File: src/rtl/seq_divider_16_8_pkg.sv
// Shared widths, state encoding and iteration count for the 16/8 restoring divider.
// Optional feature macro: DIVIDER_EARLY_TERM_EN (see seq_divider_16_8.sv).
package seq_divider_16_8_pkg;

  localparam int DIVIDEND_W = 16;
  localparam int DIVISOR_W  = 8;
  localparam int ITER_COUNT = DIVIDEND_W;
  localparam int CNT_W      = $clog2(ITER_COUNT + 1);

  localparam logic [CNT_W-1:0] CNT_LAST = CNT_W'(ITER_COUNT - 1);

  typedef enum logic [2:0] {
    S_IDLE = 3'd0,
    S_LOAD = 3'd1,
    S_ITER = 3'd2,
    S_DONE = 3'd3,
    S_ERR  = 3'd4
  } state_e;

endpackage

File: src/rtl/seq_divider_16_8_if.sv
// Request/response bundle between a controller (master) and the divider (slave).
interface seq_divider_16_8_if;
  import seq_divider_16_8_pkg::*;

  logic                  start;
  logic [DIVIDEND_W-1:0] dividend;
  logic [DIVISOR_W-1:0]  divisor;
  logic [DIVIDEND_W-1:0] quotient;
  logic [DIVISOR_W-1:0]  remainder;
  logic                  done_flag;
  logic                  busy;
  logic                  div_by_zero;
  logic [2:0]            state_out;

  modport master (
    output start, dividend, divisor,
    input  quotient, remainder, done_flag, busy, div_by_zero, state_out
  );

  modport slave (
    input  start, dividend, divisor,
    output quotient, remainder, done_flag, busy, div_by_zero, state_out
  );

endinterface

File: src/rtl/seq_divider_16_8_div_restore_step.sv
// One restoring-division step: shift the next dividend bit into R, subtract D if it fits.
module div_restore_step
  import seq_divider_16_8_pkg::*;
(
  input  logic [DIVISOR_W:0]   r_i,
  input  logic                 q_msb_i,
  input  logic [DIVISOR_W-1:0] d_i,
  output logic [DIVISOR_W:0]   r_o,
  output logic                 q_bit_o
);

  logic [DIVISOR_W:0] rs;
  logic [DIVISOR_W:0] dz;

  // R stays below D, so dropping R's top bit before the shift loses nothing.
  assign rs = {r_i[DIVISOR_W-1:0], q_msb_i};
  assign dz = {1'b0, d_i};

  always_comb begin
    r_o     = rs;
    q_bit_o = 1'b0;
    if (rs >= dz) begin
      r_o     = rs - dz;
      q_bit_o = 1'b1;
    end
  end

endmodule

File: src/rtl/seq_divider_16_8.sv
// Sequential 16/8 unsigned restoring divider, one quotient bit per clock.
// Define DIVIDER_EARLY_TERM_EN to short-circuit dividend < divisor straight to DONE.
module seq_divider_16_8
  import seq_divider_16_8_pkg::*;
(
  input  logic              clk,
  input  logic              reset_a,
  seq_divider_16_8_if.slave bus
);

  localparam int MSB = DIVIDEND_W - 1;

  state_e                state_q, state_d;
  logic [DIVIDEND_W-1:0] q_q, q_d;
  logic [DIVISOR_W:0]    r_q, r_d;
  logic [DIVISOR_W-1:0]  d_q, d_d;
  logic [CNT_W-1:0]      cnt_q, cnt_d;
  logic [DIVIDEND_W-1:0] quot_q, quot_d;
  logic [DIVISOR_W-1:0]  rem_q, rem_d;

  logic [DIVISOR_W:0]    step_r;
  logic                  step_qb;

  div_restore_step u_step (
    .r_i     (r_q),
    .q_msb_i (q_q[MSB]),
    .d_i     (d_q),
    .r_o     (step_r),
    .q_bit_o (step_qb)
  );

  always_ff @(posedge clk or posedge reset_a) begin
    if (reset_a) begin
      state_q <= S_IDLE;
      q_q     <= '0;
      r_q     <= '0;
      d_q     <= '0;
      cnt_q   <= '0;
      quot_q  <= '0;
      rem_q   <= '0;
    end else begin
      state_q <= state_d;
      q_q     <= q_d;
      r_q     <= r_d;
      d_q     <= d_d;
      cnt_q   <= cnt_d;
      quot_q  <= quot_d;
      rem_q   <= rem_d;
    end
  end

  always_comb begin
    state_d = state_q;
    q_d     = q_q;
    r_d     = r_q;
    d_d     = d_q;
    cnt_d   = cnt_q;
    quot_d  = quot_q;
    rem_d   = rem_q;
    case (state_q)
      S_IDLE: if (bus.start) state_d = S_LOAD;
      S_LOAD: begin
        q_d   = bus.dividend;
        d_d   = bus.divisor;
        r_d   = '0;
        cnt_d = '0;
        // Error results are published on entry so they are stable with done_flag.
        if (bus.divisor == '0) begin
          state_d = S_ERR;
          quot_d  = '1;
          rem_d   = bus.dividend[DIVISOR_W-1:0];
        end
`ifdef DIVIDER_EARLY_TERM_EN
        else if (bus.dividend < {{(DIVIDEND_W-DIVISOR_W){1'b0}}, bus.divisor}) begin
          state_d = S_DONE;
          quot_d  = '0;
          rem_d   = bus.dividend[DIVISOR_W-1:0];
        end
`endif
        else begin
          state_d = S_ITER;
        end
      end
      S_ITER: begin
        q_d   = {q_q[MSB-1:0], step_qb};
        r_d   = step_r;
        cnt_d = cnt_q + 1'b1;
        if (cnt_q == CNT_LAST) begin
          state_d = S_DONE;
          quot_d  = {q_q[MSB-1:0], step_qb};
          rem_d   = step_r[DIVISOR_W-1:0];
        end
      end
      S_DONE, S_ERR: if (!bus.start) state_d = S_IDLE;
      default: state_d = S_IDLE;
    endcase
  end

  assign bus.quotient    = quot_q;
  assign bus.remainder   = rem_q;
  assign bus.done_flag   = (state_q == S_DONE) || (state_q == S_ERR);
  assign bus.busy        = (state_q == S_LOAD) || (state_q == S_ITER);
  assign bus.div_by_zero = (state_q == S_ERR);
  assign bus.state_out   = state_q;

endmodule

File: src/flat_wrapper.sv
// flat-port wrapper written by rule: the top's interface ports become plain ports
module seq_divider_16_8_flat import seq_divider_16_8_pkg::*;
  (clk, reset_a, bus_start, bus_dividend, bus_divisor, bus_quotient, bus_remainder, bus_done_flag, bus_busy, bus_div_by_zero, bus_state_out);
  seq_divider_16_8_if bus_i ();
  input  logic clk;
  input  logic reset_a;
  input wire logic [$bits(bus_i.start)-1:0] bus_start;
  input wire logic [$bits(bus_i.dividend)-1:0] bus_dividend;
  input wire logic [$bits(bus_i.divisor)-1:0] bus_divisor;
  output wire logic [$bits(bus_i.quotient)-1:0] bus_quotient;
  output wire logic [$bits(bus_i.remainder)-1:0] bus_remainder;
  output wire logic [$bits(bus_i.done_flag)-1:0] bus_done_flag;
  output wire logic [$bits(bus_i.busy)-1:0] bus_busy;
  output wire logic [$bits(bus_i.div_by_zero)-1:0] bus_div_by_zero;
  output wire logic [$bits(bus_i.state_out)-1:0] bus_state_out;
  assign bus_i.start = bus_start;
  assign bus_i.dividend = bus_dividend;
  assign bus_i.divisor = bus_divisor;
  assign bus_quotient = bus_i.quotient;
  assign bus_remainder = bus_i.remainder;
  assign bus_done_flag = bus_i.done_flag;
  assign bus_busy = bus_i.busy;
  assign bus_div_by_zero = bus_i.div_by_zero;
  assign bus_state_out = bus_i.state_out;
  seq_divider_16_8 u_core (.clk(clk), .reset_a(reset_a), .bus(bus_i));
endmodule
File: config.mk
export PLATFORM = sky130hd
export DESIGN_NAME = seq_divider_16_8_flat
export DESIGN_NICKNAME = d
export VERILOG_FILES = /design/src/rtl/seq_divider_16_8_pkg.sv /design/src/rtl/seq_divider_16_8_if.sv /design/src/rtl/seq_divider_16_8_div_restore_step.sv /design/src/rtl/seq_divider_16_8.sv /design/src/flat_wrapper.sv
export SDC_FILE = /design/constraint.sdc
export NUM_CORES = 1
export LEC_CHECK = 0
export CAP_MARGIN = 40
export CORE_UTILIZATION = 31
export DETAILED_ROUTE_END_ITERATION = 7
export PLACE_DENSITY_LB_ADDON = 0.2
export SLEW_MARGIN = 20
export SYNTH_ARGS = -nofsm -noshare
export SYNTH_HDL_FRONTEND = slang
export SYNTH_SLANG_ARGS = --single-unit
export TNS_END_PERCENT = 20
File: constraint.sdc
create_clock -name clk -period 5.7 [get_ports clk]
set_input_delay 1.71 -clock clk [delete_from_list [all_inputs] [get_ports clk]]
set_output_delay 1.71 -clock clk [all_outputs]
set_load 0.01 [all_outputs]
==> results of run 1 <==
-- how the worst min path moves through the flow --
stage,start,to,slack (ns),depth (start not counted)
final,u_core.bus.quotient[9]$_DFFE_PP0P_,u_core.bus.quotient[9]$_DFFE_PP0P_,0.47,2
after global placement,u_core.bus.quotient[6]$_DFFE_PP0P_,u_core.bus.quotient[6]$_DFFE_PP0P_,0.46,2
after global routing,u_core.bus.quotient[4]$_DFFE_PP0P_,u_core.bus.quotient[4]$_DFFE_PP0P_,0.50,2
after floorplan,u_core.cnt_q[3]$_DFFE_PP0P_,u_core.cnt_q[3]$_DFFE_PP0P_,0.45,1
after detailed placement,u_core.bus.quotient[10]$_DFFE_PP0P_,u_core.bus.quotient[10]$_DFFE_PP0P_,0.47,2
after CTS,u_core.bus.quotient[10]$_DFFE_PP0P_,u_core.bus.quotient[10]$_DFFE_PP0P_,0.49,2
-- metal layers --
layer | vias up | track usage, %
met5 | - | 0
li1 | 1273 | -
met4 | 0 | 5.934
met1 | 1182 | 20.92
met2 | 39 | 24.26
met3 | 4 | 3.762
-- through the flow --
step / setup WS [ns] / cell area, um^2
floorplan: 2.392 / 3098
global placement: 1.795 / 3777
detailed placement: 1.769 / 3805
CTS: 1.393 / 3971
global route: 1.194 / 3971
finish: 1.446 / 3971
-- where the power goes --
part	leakage, uW	switching (uW)	internal (uW)	total (uW)
combinational	0.000881	598	436	1030
clock	0.0000834	169	169	338
sequential	0.000771	96.4	614	711
total	0.00174	863	1220	2080
-- cell type report --
cell class	instances	area share (%)
sequential	64	40.33
multi-input combinational	244	34.50
timing repair buffer	60	15.37
tap	133	4.190
clock buffer	13	3.749
inverter	15	1.418
clock inverter	3	0.4411
-- worst max-delay path, stage by stage (launching register included) --
cell	delay (ns)
dfrtp_1	0.45
nand2b_1	0.23
nor2_2	0.04
buf_4	0.24
nor2_1	0.60
inv_1	0.14
clkdlybuf4s50_1	0.51
-- cells by family (layout without fill, tap and decap cells) --
| group | count (synthesis) | count (layout) | synth area share, % |
|---|---|---|---|
| AO/OA/AOI/OAI | 91 | 91 | 17.77 |
| XOR/XNOR | 5 | 5 | 1.414 |
| adder cells (fa/ha/maj) | 11 | 11 | 4.685 |
| buffers and inverters | 31 | 91 | 4.160 |
| flip-flops | 64 | 64 | 51.70 |
| multiplexers | 8 | 8 | 2.625 |
| AND/OR/NAND/NOR | 129 | 129 | 17.65 |
-- state kept, by name, indices dropped and copies added (netlist names) --
name,cells
u_core.bus.quotient,16
u_core.q_q,16
u_core.bus.remainder,8
u_core.d_q,8
u_core.r_q,8
u_core.cnt_q,5
u_core.bus.state_out,3
-- layout by cell type (no fill, tap or decap), types with 6 or more instances in the layout --
cell type / instances
nand2_1: 78
dfrtp_1: 64
clkdlybuf4s50_1: 56
o21ai_0: 35
nor2_1: 27
a21oi_1: 17
a31oi_1: 16
inv_1: 14
ha_1: 10
clkbuf_8: 10
mux2i_1: 7
o22ai_1: 6
==> out/metrics.cfg, run 1 <==
[status]
status=completed

[synthesis]
netlist.area_leader.share_pct=51.70
yosys-top-cells-count=nand2_1 (78), dfrtp_1 (64), o21ai_0 (35)
yosysMostFrequentCell=nand2_1
synthesis.area_um2=3098
synth.area.top_cells=dfrtp_1 (52%), nand2_1 (9.5%), o21ai_0 (5.7%), ha_1 (4.0%), nor2_1 (3.4%)
synth_cell_types=43
synth_warnings=0
syn_inst=339
avgSynthCellArea_um2=9.139
yosys_register_bits=64
yosys.area.top_type=dfrtp_1
syn-num-nets=377
synth_edf_count=0
yosys_most_used_dff=dfrtp_1
async_flop_share_pct=100.0
synth_seq_area_share_pct=51.70

[place]
dp_cells=516
dpl.hpwl_um=5437
portBuffers=56
place.gp.congestion=0.7407

[final_layout]
multiInputGateArea_um2=1370
n_antenna_cell=0
fin_nets=432
seqCellArea_um2=1602
layout-drive-gt1-share_pct=7.769
fin_cells=532
nFillCells=1021
utilization_pct=40.82
syn_to_final_growth_pct=28.19

[route]
routed-wl-met3_um=275
wl_met1_um=3555
highest_layer=met4
met2_length_um=3380
drtIter0Drc=130
detail-route-antenna-nets=0
drc=0
routed-via-count=2498
routed_wl_um=7265
wire_per_inst_um=13.66
drt_pass1_iterations=4
viasPerCell=4.695

[grt]
grt_start_max_net_pins=47
antenna_found_initial=0
gr-usage-all-layers_pct=15.55
grt_pass1_vias=2428
grt-ovfl-total=0
grt_pass1_wl_um=12120

[power]
power.leakage_uw=0.001736
ir_drop_v=0.0001685
total_power_uw=2082
p_per_area_nw_per_um2=524.3

[sta]
max_freq_mhz=235.1
worst-slew-pin-transition_ns=0.8011
finalSetupViolations=0
fin_crit_ns=4.254
finClkSkew_ns=0.008705
fin_tns_setup_ns=0
drv_slew=0
rsz0062_at_grt=no
worst_hold_slack_ns=0.4750
min_period_over_period_pct=74.63
hold_violations=0
relSlewSlack_pct=46.60

[floorplan]
die_h_um=102.0
core_um2=9729
die_w_um=102.0
start_util_pct=31.84
die_area_um2=10400
io_pins=57
row_count=36

[cts]
cts_num_sinks=64
clock_path_buffers=2
hold_buffers=0
ctsHtreeMaxLevel=3
cts_setup_buffers=0
tritoncts=done
cts_resized=0
path_clk_slew_ns=0.07
worstSkewPairLatency_ns=0.33
root_buffer=clkbuf_8
cts_buffers=9

[min_path]
hp-class=reg2reg

[setup_path]
r2r_cells=7
startpoint=u_core.bus.state_out[1]$_DFFE_PP0P_
rrSetupSlack_ns=3.05
critical_path_class=reg2out
r2r-start=u_core.r_q[2]$_DFFE_PP0P_
endpoint=bus_busy
arrival_ns=2.54
critPathMaxFanout=34
critical_path_required_ns=3.99
end_kind=output pin
start_kind=flip-flop
r2r-end=u_core.bus.remainder[0]$_DFFE_PP0P_

[run]
max_cap_violations=0

Note: power is estimated with default switching activity, not from simulation.
==> run 2: changes to the inputs <==
==> constraint.sdc (replaced) <==
create_clock -name clk -period 3.9 [get_ports clk]
set_input_delay 1.17 -clock clk [delete_from_list [all_inputs] [get_ports clk]]
set_output_delay 1.17 -clock clk [all_outputs]
set_load 0.01 [all_outputs]
==> run 2 against run 1 <==
Effect of this change:
- cell count up 0.56%
- combinational power grew 48%
- final area increased by 0.69%
- register-to-register slack worse by 1.8 ns
- total power grew 47%
- first-iteration DRC count shrank 28%
- non-clock buffer count grew 4
- die area unchanged
- utilization is 0.28 points higher
- hold slack improved by 0.0027 ns
- clock skew shrank 0.0025 ns
- clock power increased by 45%
- critical path type unchanged
- critical endpoint unchanged
==> out/metrics.cfg, run 2 (synthesis results as in run 1) <==
[status]
status=completed

[route]
drt_pass1_iterations=4
drc=0
viasPerCell=4.729
detail-route-antenna-nets=0
routed-via-count=2530
wire_per_inst_um=14.34
drtIter0Drc=93
routed_wl_um=7672

[setup_path]
critical_path_required_ns=2.73
rrSetupSlack_ns=1.24
r2r-start=u_core.r_q[2]$_DFFE_PP0P_
r2r-end=u_core.bus.remainder[0]$_DFFE_PP0P_
arrival_ns=1.96
r2r_cells=7
end_kind=output pin
start_kind=flip-flop
critical_path_class=reg2out
critPathMaxFanout=9

[power]
p_per_area_nw_per_um2=764.4
seqPwrFrac_pct=34.0
switching_share_pct=41.25
power.leakage_uw=0.001758
p_comb_share_pct=49.9
clkPwrFrac_pct=16.1
ir_drop_v=0.0002771
intPower_uw=1796
p_sw_uw=1261

[sta]
rsz0062_at_grt=no
fin_tns_setup_ns=0
min_period_over_period_pct=80.20
hold_violations=0
finalSetupViolations=0
worst-slew-pin-transition_ns=0.8157
fin_crit_ns=3.128
finClkSkew_ns=0.006219
fin_ws_ns=0.7722
max_freq_mhz=319.7
drv_slew=0
relSlewSlack_pct=45.62

[cts]
root_buffer=clkbuf_8
worstSkewPairLatency_ns=0.34
clock_path_buffers=2
hold_buffers=0
tritoncts=done
cts_buffers=9
cts_setup_buffers=0
path_clk_slew_ns=0.07
ctsHtreeMaxLevel=3
cts_num_sinks=64
cts_resized=0

[grt]
antenna_found_initial=0
grt_pass1_wl_um=12810
grt_pass1_vias=2560
grt_start_max_net_pins=47
gr-usage-all-layers_pct=16.41
grt-ovfl-total=0

[place]
portBuffers=56
dpl_cell_area_um2=3815
dpl.hpwl_um=5659
dp_slack_ns=0.6461
place.gp.congestion=0.8008
dp_cells=519

[min_path]
worstHoldStart=u_core.bus.quotient[5]$_DFFE_PP0P_
hp-class=reg2reg
holdPathEnd=u_core.bus.quotient[5]$_DFFE_PP0P_
worstHoldPathCells=2

[floorplan]
io_pins=57
row_count=36
core_um2=9729
die_h_um=102.0
die_area_um2=10400
die_w_um=102.0
start_util_pct=31.84

[final_layout]
utilization_pct=41.10
fin_area_um2=3999
layout-drive-gt1-share_pct=8.706
fin_nets=436
fin_cells=535
layout.cells.most_common=nand2_1
n_antenna_cell=0
nFillCells=1016
layout_common_cells=nand2_1 (78), dfrtp_1 (64), clkdlybuf4s50_1 (56)
syn_to_final_growth_pct=29.08

[run]
max_cap_violations=0

run 2: how the worst max path moves through the flow:
stage / start / to / slack [ns] / depth (start not counted)
global placement: bus_divisor[2] / u_core.bus.quotient[4]$_DFFE_PP0P_ / 0.62 / 7
global route: u_core.bus.state_out[0]$_DFFE_PP0P_ / bus_busy / 0.61 / 6
floorplan: reset_a / u_core.bus.quotient[0]$_DFFE_PP0P_ / 1.13 / 1
CTS: u_core.bus.state_out[0]$_DFFE_PP0P_ / bus_busy / 0.75 / 6
finish: u_core.bus.state_out[0]$_DFFE_PP0P_ / bus_busy / 0.77 / 6
detailed placement: bus_divisor[2] / u_core.bus.quotient[1]$_DFFE_PP0P_ / 0.65 / 8
run 2: power groups by stage:
stage / clock [uW] / combinational [uW] / sequential [uW]
6_report: 491 / 1520 / 1040
3_5_place_dp: 0 / 1540 / 1060
5_1_grt: 532 / 1740 / 1070
4_1_cts: 508 / 1540 / 1040
2_1_floorplan: 0 / 1100 / 1040
3_3_place_gp: 0 / 1510 / 1050
run 2: final cells by class:
type	instances	area, um^2	area share, %
Inverter	15	56.30	1.408
Multi-Input combinational cell	244	1370	34.26
Timing Repair Buffer	64	640.6	16.02
Clock inverter	3	18.77	0.4693
Sequential cell	64	1602	40.05
Tap cell	133	166.4	4.161
Clock buffer	12	145.1	3.630
run 2: critical path: stages, from the launching register on:
cell,delay (ns)
dfrtp_1,0.47
nand2b_1,0.20
nor2_1,0.09
buf_4,0.18
nor2_1,0.07
inv_1,0.08
clkdlybuf4s50_1,0.53
run 2: routing by layer:
metal  track usage, %  part of all wire (%)  up-vias
li1                 -                     -     1277
met1            21.32                    48     1195
met2            26.79                    47       48
met3            2.941                   3.0       10
met4            7.253                   1.4        0
met5                0                     0        -
run 2: per-stage QoR:
stage               power [uW]  hold WS [ns]
finish                    3057        0.4777
global route              3346        0.5139
CTS                       3094        0.4872
detailed placement        2591        0.4720
global placement          2559        0.4662
floorplan                 2139        0.4494
==> run 3: changes to the inputs <==
==> constraint.sdc (replaced) <==
create_clock -name clk -period 2.5 [get_ports clk]
set_input_delay 0.75 -clock clk [delete_from_list [all_inputs] [get_ports clk]]
set_output_delay 0.75 -clock clk [all_outputs]
set_load 0.01 [all_outputs]
==> run 3 against run 2 <==
Effect of this change:
- sequential power increased by 56%
- sequential share of layout area decreased by 1.7 points
- clock power up 98%
- via count up 3.7%
- hold slack hardly changed
- critical path depth decreased by 3
- clock skew about the same
- global-route usage is 0.85 points lower
- critical endpoint is now bus_done_flag
- total power increased by 66%
- final area is 4.6% higher
- critical path type unchanged
- combinational power rose by 64%
- non-clock buffer count rose by 17
==> out/metrics.cfg, run 3 (synthesis results as in run 1) <==
[run]
max_cap_violations=0

[route]
drc=0
routed_wl_um=7568
routed-wl-met3_um=289
drtIter0Drc=118
met2_length_um=3666
wl_met1_um=3536
routed-via-count=2624
drt_pass1_iterations=4
detail-route-antenna-nets=0
highest_layer=met4
wire_per_inst_um=13.69
viasPerCell=4.745

[setup_path]
start_kind=flip-flop
critical_path_class=reg2out
r2r-start=u_core.r_q[2]$_DFFE_PP0P_
critical_path_required_ns=1.75
r2r-end=u_core.r_q[6]$_DFFE_PP0P_
startpoint=u_core.bus.state_out[1]$_DFFE_PP0P_
end_kind=output pin
rrSetupSlack_ns=0.18
critPathMaxFanout=8
endpoint=bus_done_flag
arrival_ns=1.69
r2r_cells=8

[sta]
max_freq_mhz=409.5
worst-slew-pin-transition_ns=0.5123
drv_slew=0
finClkSkew_ns=0.006323
min_period_over_period_pct=97.69
fin_ws_ns=0.05785
fin_tns_setup_ns=0
fin_crit_ns=2.442
hold_violations=0
finalSetupViolations=0
worst_hold_slack_ns=0.4778
relSlewSlack_pct=65.85

[cts]
ctsHtreeMaxLevel=3
path_clk_slew_ns=0.07
clock_path_buffers=2
root_buffer=clkbuf_8
tritoncts=done
hold_buffers=0
cts_buffers=9
worstSkewPairLatency_ns=0.34
cts_num_sinks=64

[place]
dp_cells=533
place.gp.congestion=0.7825
dp_slack_ns=-0.1658
dpl.hpwl_um=5409
dpl_cell_area_um2=3925
portBuffers=56

[floorplan]
die_h_um=102.0
core_um2=9729
row_count=36
start_util_pct=31.84
die_w_um=102.0
io_pins=57
die_area_um2=10400

[power]
ir_drop_v=0.0004107
seqPwrFrac_pct=32.0
p_comb_share_pct=48.9
power.leakage_uw=0.001867
intPower_uw=3058
p_per_area_nw_per_um2=1216
p_sw_uw=2027
clkPwrFrac_pct=19.1
switching_share_pct=39.87

[grt]
gr-usage-all-layers_pct=15.56
grt_pass1_wl_um=12470
grt_pass1_vias=2608
grt-ovfl-total=0
grt_start_max_net_pins=65
antenna_found_initial=0

[min_path]
worstHoldPathCells=2
hp-class=reg2reg

[final_layout]
layout-drive-gt1-share_pct=14.05
fin_nets=453
multiInputGateArea_um2=1383
syn_to_final_growth_pct=34.98
n_antenna_cell=0
layout_common_cells=nand2_1 (78), dfrtp_1 (61), clkdlybuf4s50_1 (55)
fin_area_um2=4182
nFillCells=983
fin_cells=553
seqCellArea_um2=1605
layout.cells.most_common=nand2_1

[status]
status=completed

[run 3: layout make-up]
type                    instances  area share (%)
flip-flops and latches         64           38.39
multi-input cells             244           33.06
repair buffers                 81           18.16
well taps                     133           3.980
clock buffers                  10           3.052
clock inverters                 6           2.005
inverters                      15           1.346
[run 3: power groups by stage]
stage                     clock network [uW]  registers, uW  logic, uW
after floorplan                            0           1620       1720
after global placement                     0           1640       2430
after detailed placement                   0           1640       2460
after CTS                                989           1620       2510
after global routing                    1030           1670       2810
final                                    972           1620       2490
[run 3: per-stage QoR]
step | utilization, % | total power (uW)
final | 42.98 | 5085
after global routing | 42.98 | 5517
after CTS | 42.84 | 5122
after detailed placement | 40.34 | 4106
after global placement | 40.34 | 4067
after floorplan | - | 3337
[run 3: layer usage]
layer,vias up,track usage (%)
met5,-,0
met4,0,4.835
met3,10,3.830
li1,1314,-
met1,1256,19.95
met2,44,25.92
[run 3: worst min path at each step]
stage / start / slack, ns / end
2_1_floorplan: u_core.cnt_q[3]$_DFFE_PP0P_ / 0.45 / u_core.cnt_q[3]$_DFFE_PP0P_
3_3_place_gp: u_core.bus.quotient[3]$_DFFE_PP0P_ / 0.46 / u_core.bus.quotient[3]$_DFFE_PP0P_
3_5_place_dp: u_core.bus.quotient[3]$_DFFE_PP0P_ / 0.47 / u_core.bus.quotient[3]$_DFFE_PP0P_
4_1_cts: u_core.bus.quotient[3]$_DFFE_PP0P_ / 0.49 / u_core.bus.quotient[3]$_DFFE_PP0P_
5_1_grt: u_core.bus.quotient[11]$_DFFE_PP0P_ / 0.51 / u_core.bus.quotient[11]$_DFFE_PP0P_
6_report: u_core.bus.quotient[3]$_DFFE_PP0P_ / 0.48 / u_core.bus.quotient[3]$_DFFE_PP0P_
[run 3: critical path, stage by stage, from the launching register on]
cell             delay (ns)
dfrtp_2                0.46
nor3b_2                0.21
o21bai_1               0.13
clkdlybuf4s50_1        0.55
[run 3: what timing repair did]
| item | CTS | global route |
|---|---|---|
| buffers inserted | 3 | 1 |
| pin swaps | 0 | 0 |
| resized for setup | 4 | 2 |
| setup endpoints to repair | 2 | 1 |
==> RTL change (config.mk and constraints of run 1) <==
Register the output `bus.done_flag`; this adds one clock of latency there.
--- a/src/rtl/seq_divider_16_8.sv
+++ b/src/rtl/seq_divider_16_8.sv
@@ -98,7 +98,9 @@
 
   assign bus.quotient    = quot_q;
   assign bus.remainder   = rem_q;
-  assign bus.done_flag   = (state_q == S_DONE) || (state_q == S_ERR);
+  always_ff @(posedge clk) begin
+    bus.done_flag <= (state_q == S_DONE) || (state_q == S_ERR);
+  end
   assign bus.busy        = (state_q == S_LOAD) || (state_q == S_ITER);
   assign bus.div_by_zero = (state_q == S_ERR);
   assign bus.state_out   = state_q;
Formal check against the unedited RTL: not equivalent (Yosys sat finds a counterexample within 4 cycles, from zero or initial values and one cycle with reset_a high).
==> RTL change against run 1 <==
Via count is 15% higher. Largest power group unchanged. Total power increased by 27%. Clock power rose by 46%. Final area up 7.9%. Area after synthesis is 7.7% higher. Sequential cell count increased by 1. Critical path type unchanged. Routed wire length is 19% higher. Global-route usage rose by 0.83 points. Worst setup slack improved by 63 ps.
==> RTL change: results (changes against run 1) <==
* Diode count at 0 (unchanged)
* Synth cell count leaders: nand2_1 (70), dfrtp_1 (64), o21ai_0 (33), a31oi_1 (23), nor2_1 (20)
* Vias in the first global route at 2770 (+14%)
* Normalized max-slew margin at 45.2% (-1.4 points)
* Resize count post-CTS at 0 (unchanged)
* Final nets at 454 (+5.1%)
* Kind of critical path: register to output pin
* Peak VDD IR at 0.184 mV (+9.1%)
* Status: complete, no violations
* 1st-iter DRT viols at 229 (+76%)
* CTS max path bufs at 2 (unchanged)
* Mapped Nets at 403 (+6.9%)
* Drt first pass iters at 5 (+1)
* I/O Buffers at 56 (unchanged)
* Layout cell share with drive strength beyond 1 at 8.08% (+0.31 points)
* First-pass GRT wire length at 14200 µm (+17%)
* Postcts setup bufs at 0 (unchanged)
* Clock Tree Root: clkbuf_8
* Initial antenna violation count at 0 (unchanged)
* Htree depth at 3 (unchanged)
* Clk_skew at 6.85 ps (-1.86 ps)
* Async SR Flop Fraction at 98.5% (-1.5 points)
* Post-detail-place hpwl at 6270 µm (+15%)
* Top cells by area, synth: dfrtp_1 (48%), nand2_1 (7.9%), o21ai_0 (4.9%)
* YS warnings at 0 (unchanged)
* Post-synth cell types at 54 (+26%)
* Routed wire length at 8660 µm (+19%)
* CTS clock-pin slew for the worst setup and hold paths at 80 ps
* P_sw at 1.11 mW (+29%)
* Fillers at 1030 (+0.88%)
* CP max FO at 17 (-50%)
* Routed via count at 2861 (+15%)
* Leak at 1.80 nW (+3.8%)
* Number of CTS-inserted buffers at 9 (unchanged)
* GPL Wtd Cong at 0.832 (+12%)
* Largest net degree at the start of global routing at 42 (-11%)
* Total track usage at 16.4% (+0.83 points)
* Sequential share of the synthesized area at 48.6% (-3.1 points)
* Min-delay worst type: register to register
* Worst EP arrival at 2480 ps (-60 ps)
* Later-pin clock latency in the skew report at 340 ps
## RTL change: cell types whose count changed after synthesis, sizes merged, moves of 3 or more
cell | run 1 | this run
o22ai | 6 | 3
buf | 7 | 12
o211ai | 0 | 5
nand4 | 1 | 4
nand2 | 79 | 70
or3 | 0 | 6
nor3b | 1 | 5
a21o | 2 | 5
mux2i | 7 | 0
a31oi | 16 | 24
nand3 | 3 | 10
nor2 | 29 | 21
o31ai | 0 | 3
## RTL change: metrics by stage
step	cell area [µm²]	power, mW	std cells	hold WS (ps)	worst slack (ps)
after floorplan	3340	1.73	365	449	2390
after global placement	3990	2.13	538	461	1930
after detailed placement	4030	2.15	540	471	1840
after CTS	4280	2.65	556	488	1480
after global routing	4280	2.87	557	517	1320
final	4280	2.65	557	483	1510
## RTL change: area by class of cell
cell class | instances | area [µm²] | area share [%]
Multi-Input combinational cell | 261 | 1540 | 36.0
Tap cell | 136 | 170 | 3.97
Sequential cell | 65 | 1620 | 37.9
Clock buffer | 9 | 124 | 2.89
Inverter | 16 | 60.1 | 1.40
Timing Repair Buffer | 63 | 638 | 14.9
Clock inverter | 7 | 128 | 2.98
## RTL change: path summary, 6_finish.rpt
kind                                               from                 endpoint  slack (ps)  cells past startpoint
worst max-delay path            u_core.bus.state_out[1]                 bus_busy        1510                      4
worst min-delay path             u_core.bus.quotient[5]   u_core.bus.quotient[5]         480                      2
worst max register to register            u_core.r_q[5]            u_core.r_q[0]        3270                      5
worst min register to register   u_core.bus.quotient[5]   u_core.bus.quotient[5]         480                      2
max in group asynchronous                       reset_a            u_core.q_q[4]        3270                      3
min in group asynchronous                       reset_a  u_core.bus.quotient[15]        1710                      2
## RTL change: per-layer routing
layer,vias up,share of wire [%],track usage [%]
li1,1400,-,-
met1,1346,48,22.9
met2,101,44,24.5
met3,14,5.3,2.78
met4,0,2.3,7.94
met5,-,0,0
## RTL change: logic make-up (layout without fill, tap and decap cells)
| kind of cell | count (synthesis) | after routing | synth area share [%] |
|---|---|---|---|
| AOI/OAI and AO/OA | 115 | 115 | 21.4 |
| adders and majority gates | 11 | 11 | 4.35 |
| and+or+nand+nor | 132 | 132 | 19.6 |
| DFF | 65 | 65 | 48.6 |
| buffers and inverters | 39 | 95 | 5.17 |
| xor gates and xnor gates | 3 | 3 | 0.788 |
## RTL change: critical path: stages (launching register included)
cell	delay [ps]
dfrtp_1	600
nor3b_4	670
nor2_2	210
inv_1	130
clkdlybuf4s50_1	530
## RTL change: power by group through the flow
stage          Sequential, mW  Combinational (mW)  Clock (mW)
3_5_place_dp            0.817                1.34           0
6_report                0.811                1.34       0.492
4_1_cts                 0.810                1.34       0.502
2_1_floorplan           0.799               0.927           0
5_1_grt                 0.838                1.51       0.522
3_3_place_gp            0.816                1.31           0
